[src/rtl/smem_bank_scheduler.sv]
// rtl/smem_bank_scheduler.sv - warp shared-memory bank conflict scheduler; optional read broadcast under SMEM_BROADCAST_EN
module smem_bank_scheduler #(
    parameter int NUM_LANES     = 8,
    parameter int NUM_BANKS     = 8,
    parameter int ADDRESS_WIDTH = 8,
    parameter int DATA_WIDTH    = 16,
    localparam int BANK_BITS    = $clog2(NUM_BANKS),
    localparam int ROW_WIDTH    = ADDRESS_WIDTH - BANK_BITS
) (
    input  logic                                      clk,
    input  logic                                      rst,
    input  logic                                      req_valid,
    output logic                                      req_ready,
    input  logic                                      req_write,
    input  logic [NUM_LANES-1:0]                      req_mask,
    input  logic [NUM_LANES-1:0][ADDRESS_WIDTH-1:0]   req_addr,
    input  logic [NUM_LANES-1:0][DATA_WIDTH-1:0]      req_wdata,
    output logic [NUM_BANKS-1:0]                      bank_en,
    output logic                                      bank_we,
    output logic [NUM_BANKS-1:0][ROW_WIDTH-1:0]       bank_addr,
    output logic [NUM_BANKS-1:0][DATA_WIDTH-1:0]      bank_wdata,
    input  logic [NUM_BANKS-1:0][DATA_WIDTH-1:0]      bank_rdata,
    output logic                                      resp_valid,
    input  logic                                      resp_ready,
    output logic [NUM_LANES-1:0][DATA_WIDTH-1:0]      resp_rdata,
    output logic [3:0]                                pass_count,
    output logic                                      busy
);

    localparam int LANE_BITS = (NUM_LANES > 1) ? $clog2(NUM_LANES) : 1;

    typedef enum logic [1:0] {
        S_IDLE,
        S_ISSUE,
        S_DRAIN,
        S_RESP
    } state_t;

    state_t                                   state_q, state_d;
    logic                                     write_q, write_d;
    logic [NUM_LANES-1:0]                     pending_q, pending_d;
    logic [NUM_LANES-1:0][ADDRESS_WIDTH-1:0]  addr_q, addr_d;
    logic [NUM_LANES-1:0][DATA_WIDTH-1:0]     wdata_q, wdata_d;
    logic [NUM_LANES-1:0][DATA_WIDTH-1:0]     resp_rdata_q, resp_rdata_d;
    logic [3:0]                               pass_count_q, pass_count_d;
    logic [NUM_LANES-1:0]                     grant_q, grant_d;

    logic [NUM_BANKS-1:0]                     bank_hit;
    logic [LANE_BITS-1:0]                     bank_sel [NUM_BANKS];
    logic [NUM_LANES-1:0]                     granted;

    // Per bank, pick the lowest-index pending lane (descending scan leaves the lowest one selected)
    always_comb begin
        for (int b = 0; b < NUM_BANKS; b++) begin
            bank_hit[b] = 1'b0;
            bank_sel[b] = '0;
            for (int l = NUM_LANES - 1; l >= 0; l--) begin
                if (pending_q[l] && (addr_q[l][BANK_BITS-1:0] == BANK_BITS'(b))) begin
                    bank_hit[b] = 1'b1;
                    bank_sel[b] = LANE_BITS'(l);
                end
            end
        end
    end

    // Lanes serviced this pass: the selected lane, plus same-address readers when broadcast is built in
    always_comb begin
        granted = '0;
        for (int l = 0; l < NUM_LANES; l++) begin
`ifdef SMEM_BROADCAST_EN
            if (pending_q[l] && bank_hit[addr_q[l][BANK_BITS-1:0]]) begin
                if (bank_sel[addr_q[l][BANK_BITS-1:0]] == LANE_BITS'(l)) begin
                    granted[l] = 1'b1;
                end else if (!write_q &&
                             (addr_q[bank_sel[addr_q[l][BANK_BITS-1:0]]] == addr_q[l])) begin
                    granted[l] = 1'b1;
                end
            end
`else
            if (pending_q[l] && bank_hit[addr_q[l][BANK_BITS-1:0]] &&
                (bank_sel[addr_q[l][BANK_BITS-1:0]] == LANE_BITS'(l))) begin
                granted[l] = 1'b1;
            end
`endif
        end
    end

    // Bank array drive: strobes only while issuing, row/data taken from each bank's selected lane
    always_comb begin
        bank_en = (state_q == S_ISSUE) ? bank_hit : '0;
        bank_we = write_q;
        for (int b = 0; b < NUM_BANKS; b++) begin
            bank_addr[b]  = '0;
            bank_wdata[b] = '0;
            if (bank_hit[b]) begin
                bank_addr[b]  = addr_q[bank_sel[b]][ADDRESS_WIDTH-1:BANK_BITS];
                bank_wdata[b] = wdata_q[bank_sel[b]];
            end
        end
    end

    // Next-state, request capture, pass accounting and read-return steering
    always_comb begin
        state_d      = state_q;
        write_d      = write_q;
        pending_d    = pending_q;
        addr_d       = addr_q;
        wdata_d      = wdata_q;
        resp_rdata_d = resp_rdata_q;
        pass_count_d = pass_count_q;
        grant_d      = '0;
        req_ready    = 1'b0;
        resp_valid   = 1'b0;
        busy         = (state_q != S_IDLE);

        // Data for lanes granted in the previous pass arrives now
        for (int l = 0; l < NUM_LANES; l++) begin
            if (grant_q[l]) begin
                resp_rdata_d[l] = bank_rdata[addr_q[l][BANK_BITS-1:0]];
            end
        end

        case (state_q)
            S_IDLE: begin
                req_ready = 1'b1;
                if (req_valid) begin
                    write_d      = req_write;
                    pending_d    = req_mask;
                    addr_d       = req_addr;
                    wdata_d      = req_wdata;
                    pass_count_d = 4'd0;
                    resp_rdata_d = '0;
                    state_d      = (req_mask != '0) ? S_ISSUE : S_RESP;
                end
            end
            S_ISSUE: begin
                pending_d = pending_q & ~granted;
                if (pass_count_q != 4'hF) begin
                    pass_count_d = pass_count_q + 4'd1;
                end
                // Stores return no data, so only loads are tracked for steering
                grant_d = write_q ? '0 : granted;
                if (pending_d == '0) begin
                    state_d = write_q ? S_RESP : S_DRAIN;
                end
            end
            S_DRAIN: begin
                state_d = S_RESP;
            end
            S_RESP: begin
                resp_valid = 1'b1;
                if (resp_ready) begin
                    state_d = S_IDLE;
                end
            end
            default: begin
                state_d = S_IDLE;
            end
        endcase
    end

    // State and datapath registers; reset abandons any in-flight request
    always_ff @(posedge clk or posedge rst) begin
        if (rst) begin
            state_q      <= S_IDLE;
            write_q      <= 1'b0;
            pending_q    <= '0;
            addr_q       <= '0;
            wdata_q      <= '0;
            resp_rdata_q <= '0;
            pass_count_q <= 4'd0;
            grant_q      <= '0;
        end else begin
            state_q      <= state_d;
            write_q      <= write_d;
            pending_q    <= pending_d;
            addr_q       <= addr_d;
            wdata_q      <= wdata_d;
            resp_rdata_q <= resp_rdata_d;
            pass_count_q <= pass_count_d;
            grant_q      <= grant_d;
        end
    end

    assign resp_rdata = resp_rdata_q;
    assign pass_count = pass_count_q;

endmodule

[config.mk]
export PLATFORM = sky130hd
export DESIGN_NAME = smem_bank_scheduler
export DESIGN_NICKNAME = d
export VERILOG_FILES = /design/src/rtl/smem_bank_scheduler.sv
export SDC_FILE = /design/constraint.sdc
export NUM_CORES = 2
export LEC_CHECK = 0
export ABC_AREA = 0
export CAP_MARGIN = 0
export CORE_MARGIN = 2
export CORE_UTILIZATION = 48
export CTS_CLUSTER_SIZE = 20
export DETAILED_ROUTE_END_ITERATION = 10
export GPL_TIMING_DRIVEN = 0
export PLACE_DENSITY_LB_ADDON = 0.1
export SLEW_MARGIN = 20
export SYNTH_ARGS = -nofsm -noshare
export SYNTH_HDL_FRONTEND = slang
export SYNTH_SLANG_ARGS = --single-unit
[constraint.sdc]
create_clock -name clk -period 15.7 [get_ports clk]
set_input_delay 2.355 -clock clk [delete_from_list [all_inputs] [get_ports clk]]
set_output_delay 2.355 -clock clk [all_outputs]
set_load 0.01 [all_outputs]
==> results.py <==
metrics = {
    "worst_hold_path": {
        "holdCritPathClass": "flop to flop",
        "hold_end": "resp_rdata[27]",
        "hold_path_startpoint": "resp_rdata[27]",
        "hold_depth": 2,
    },
    "critical_path": {
        "rr_worst_depth": 8,
        "arrival_time_of_data_at_the_critical_path_endpoint_ns": 6.14,
        "reg2reg_slack_ns": 11.19,
        "critPathCaptureType": "primary output",
        "timing_worst_setup_path_type": "flop to primary output",
        "required_time_of_the_critical_path_ns": 13.35,
        "rr_startpoint": "pending_q[7]",
        "r2r-end": "grant_q[3]",
        "crit_path_max_fanout": 10,
        "timing.critical_path.from_type": "flop",
    },
    "yosys": {
        "synthDominantCellAreaShare_pct": 24.9,
        "avgSynthCellArea_um2": 9.32,
        "yosys.area.top_type": "sky130_fd_sc_hd__dfrtp_1",
        "yosysUniqueCellTypes": 82,
        "synth_enable_flop_cells": 0,
        "mappedNetlistArea_mm2": 0.0345,
        "syn-instance-count": 3705,
        "ys_ff_latch": 343,
        "synth-seq-area-share_pct": 24.9,
        "ys_top_cells_by_area": "sky130_fd_sc_hd__dfrtp_1, sky130_fd_sc_hd__mux4_2, sky130_fd_sc_hd__mux2i_1",
        "yosys_most_used_dff": "sky130_fd_sc_hd__dfrtp_1",
        "synth.yosys.warnings": 0,
        "synthArstFlopShare_pct": 100,
        "postSynthNetCount": 4042,
    },
    "die": {
        "chipHeight_um": 272,
        "core.rowCount": 98,
        "initial_utilization_pct": 48.4,
        "die_w_um": 272,
        "fp.dieArea_mm2": 0.0741,
        "core_mm2": 0.0714,
        "number_of_top_level_pins": 645,
    },
    "timing": {
        "fin_crit_sh_pct": 54.1,
        "final_critical_path_setup_slack_ns": 7.20,
        "maxClockFrequency_mhz": 118,
        "fin_setup_tns_ns": 0,
        "timing.final.crit_period_ns": 8.50,
        "worstMarginPinSlew_ns": 1.35,
        "rsz0062_at_grt": "false",
        "fin_skew_ns": 0.0353,
        "timing.final.max_slew_violations": 0,
        "final_hold_viol_count": 0,
        "report.final.setup_viol": 0,
        "max_slew_margin_pct": 10.1,
    },
    "route": {
        "drt_pass_1_iters": 6,
        "residual_drc_count": 0,
        "antenna_left": 0,
        "drt_wl_total_um": 194000,
        "route.vias.total": 38200,
        "detail_route.wl_per_cell_um": 36.0,
        "viasPerCell": 7.09,
        "initialDrtViolationCount": 6209,
    },
    "cts": {
        "cts_hold_buf": 0,
        "post_cts.repair.setup_buffers": 0,
        "clockRootBuffer": "sky130_fd_sc_hd__clkbuf_16",
        "tritoncts": "done",
        "cts.clk_slew.worst_paths_ns": 0.06,
        "clk_path_buf_depth": 3,
        "worst_skew_late_latency_ns": 0.63,
        "tritoncts.num_buffers": 41,
        "sink_count_of_the_clock_tree": 343,
        "htree_levels": 2,
        "cts-resized-gates": 0,
    },
    "finish": {
        "layout.cells.most_common": "sky130_fd_sc_hd__nand2_1",
        "finish.net_count": 4732,
        "final_cell_utilization_of_the_core_pct": 61.2,
        "flow.area_growth_from_synthesis_pct": 26.4,
        "mostFrequentLayoutCells": "sky130_fd_sc_hd__nand2_1, sky130_fd_sc_hd__clkdlybuf4s50_1, sky130_fd_sc_hd__mux4_2, sky130_fd_sc_hd__dfrtp_1, sky130_fd_sc_hd__mux2i_1",
        "layout-drive-gt1-share_pct": 16.6,
    },
    "job": {
        "cap_violations": 0,
    },
    "grt": {
        "grtUsageTotal_pct": 51.0,
        "grt_antenna_before_repair": 26,
        "first_global_vias": 36600,
        "first_pass_grt_wire_length_um": 268000,
        "globalRouteOverflowTotal": 0,
        "grt_start_max_net_pins": 95,
    },
    "power_and_ir_drop": {
        "power_leakage_nw": 17.0,
        "finalPower_mw": 10.3,
        "irDropWorstVdd_uv": 134,
        "p_per_area_mw_per_mm2": 236,
    },
    "placed_design": {
        "gp_routability_congestion": 1.11,
        "post-dp-hpwl_um": 147000,
        "port_buffers": 644,
        "dp_slack_ns": 8.10,
    },
    "run_status": {
        "run_status": "finished, final reports clean",
    },
}
==> worst max-delay path, cell delays in order (launching register included) <==
cell	delay [ns]
sky130_fd_sc_hd__dfrtp_1	0.32
sky130_fd_sc_hd__clkbuf_1	0.52
sky130_fd_sc_hd__nand4_1	0.46
sky130_fd_sc_hd__o211a_1	0.26
sky130_fd_sc_hd__o21ai_0	0.50
sky130_fd_sc_hd__and2_1	0.30
sky130_fd_sc_hd__clkbuf_1	0.21
sky130_fd_sc_hd__buf_2	0.52
sky130_fd_sc_hd__clkbuf_1	0.68
sky130_fd_sc_hd__mux2i_1	0.15
sky130_fd_sc_hd__o21ai_0	0.89
sky130_fd_sc_hd__clkdlybuf4s50_1	0.72
==> where the power goes <==
part / switching (mW) / total (mW) / leakage (nW) / internal [mW]
combinational: 4.47 / 7.55 / 11.9 / 3.08
clock: 0.438 / 0.982 / 0.654 / 0.543
sequential: 0.551 / 1.77 / 4.45 / 1.22
total: 5.45 / 10.3 / 17.0 / 4.84
==> registers in the layout, indices dropped and copies added (netlist names) <==
name        flops
resp_rdata    128
addr_q         64
state_q         2
pending_q       8
pass_count      4
wdata_q       128
grant_q         8
bank_we         1
==> cell families (layout without fill, tap and decap cells) <==
| group | Yosys count | after routing | synth area share, % |
|---|---|---|---|
| simple gates | 1301 | 1301 | 16.4 |
| mux | 892 | 892 | 39.9 |
| compound gates | 708 | 708 | 13.5 |
| buf+inv | 457 | 1178 | 5.19 |
| flops | 343 | 343 | 24.9 |
| fa+ha+maj | 4 | 4 | 0.145 |
| other cells | 0 | 17 | 0 |
==> layout make-up <==
cell class                 count  area (um2)
clock inverter                13         111
clock buffer                  61        1220
tap                          950        1190
antenna                       17        42.5
timing repair buffer         647        6530
buffer                       431        1710
multi-input combinational   2905       24200
sequential                   343        8580
inverter                      26         105
fill                        6343       27700
==> routing by layer <==
metal	global-route usage, %	up-vias	share of wire (%)
li1	-	15300	-
met1	57.0	18000	32
met2	77.6	3775	43
met3	19.3	1132	14
met4	41.7	18	10
met5	0	-	0.064
==> synthesized netlist by cell type, types with 6 or more instances <==
cell and count:
sky130_fd_sc_hd__nand2_1 806, sky130_fd_sc_hd__mux4_2 366, sky130_fd_sc_hd__dfrtp_1 343, sky130_fd_sc_hd__mux2i_1 320
sky130_fd_sc_hd__nor2_1 317, sky130_fd_sc_hd__clkbuf_1 313, sky130_fd_sc_hd__mux2_2 206, sky130_fd_sc_hd__a21oi_1 184
sky130_fd_sc_hd__o21ai_0 116, sky130_fd_sc_hd__a211oi_1 97, sky130_fd_sc_hd__o22ai_1 81, sky130_fd_sc_hd__buf_1 62
sky130_fd_sc_hd__buf_2 52, sky130_fd_sc_hd__a311oi_1 51, sky130_fd_sc_hd__a22o_1 48, sky130_fd_sc_hd__o211ai_1 31
sky130_fd_sc_hd__inv_1 23, sky130_fd_sc_hd__nand4b_1 20, sky130_fd_sc_hd__nor4bb_1 17, sky130_fd_sc_hd__nand4_1 16
sky130_fd_sc_hd__nor3_1 14, sky130_fd_sc_hd__nand2b_1 13, sky130_fd_sc_hd__nor2b_1 12, sky130_fd_sc_hd__o221ai_1 12
sky130_fd_sc_hd__and4b_1 11, sky130_fd_sc_hd__a31oi_1 9, sky130_fd_sc_hd__nor4_1 9, sky130_fd_sc_hd__nand3_1 8
sky130_fd_sc_hd__and2_1 7, sky130_fd_sc_hd__a21o_1 6, sky130_fd_sc_hd__and3_1 6, sky130_fd_sc_hd__nand4bb_1 6
sky130_fd_sc_hd__nor4b_1 6, sky130_fd_sc_hd__o21bai_1 6, sky130_fd_sc_hd__or2_2 6
==> worst max-delay path by stage <==
stage	depth (start not counted)	end	start	slack, ns
final	11	bank_wdata[112]	pending_q[5]	7.20
after detailed placement	11	bank_wdata[112]	pending_q[5]	8.10
after global placement	2	wdata_q[89]	rst	-0.85
after CTS	11	bank_wdata[112]	pending_q[5]	7.44
after floorplan	1	addr_q[0]	rst	3.84
after global routing	11	bank_wdata[112]	pending_q[5]	7.12
==> per-stage QoR <==
step	hold slack [ns]	cells	cell area (um2)
2_1_floorplan	0.547	3705	34500
3_3_place_gp	0.539	5299	42200
3_5_place_dp	0.544	5302	42300
4_1_cts	0.552	5376	43600
5_1_grt	0.573	5383	43600
6_report	0.551	5393	43700
(Power assumes the default switching activity.)
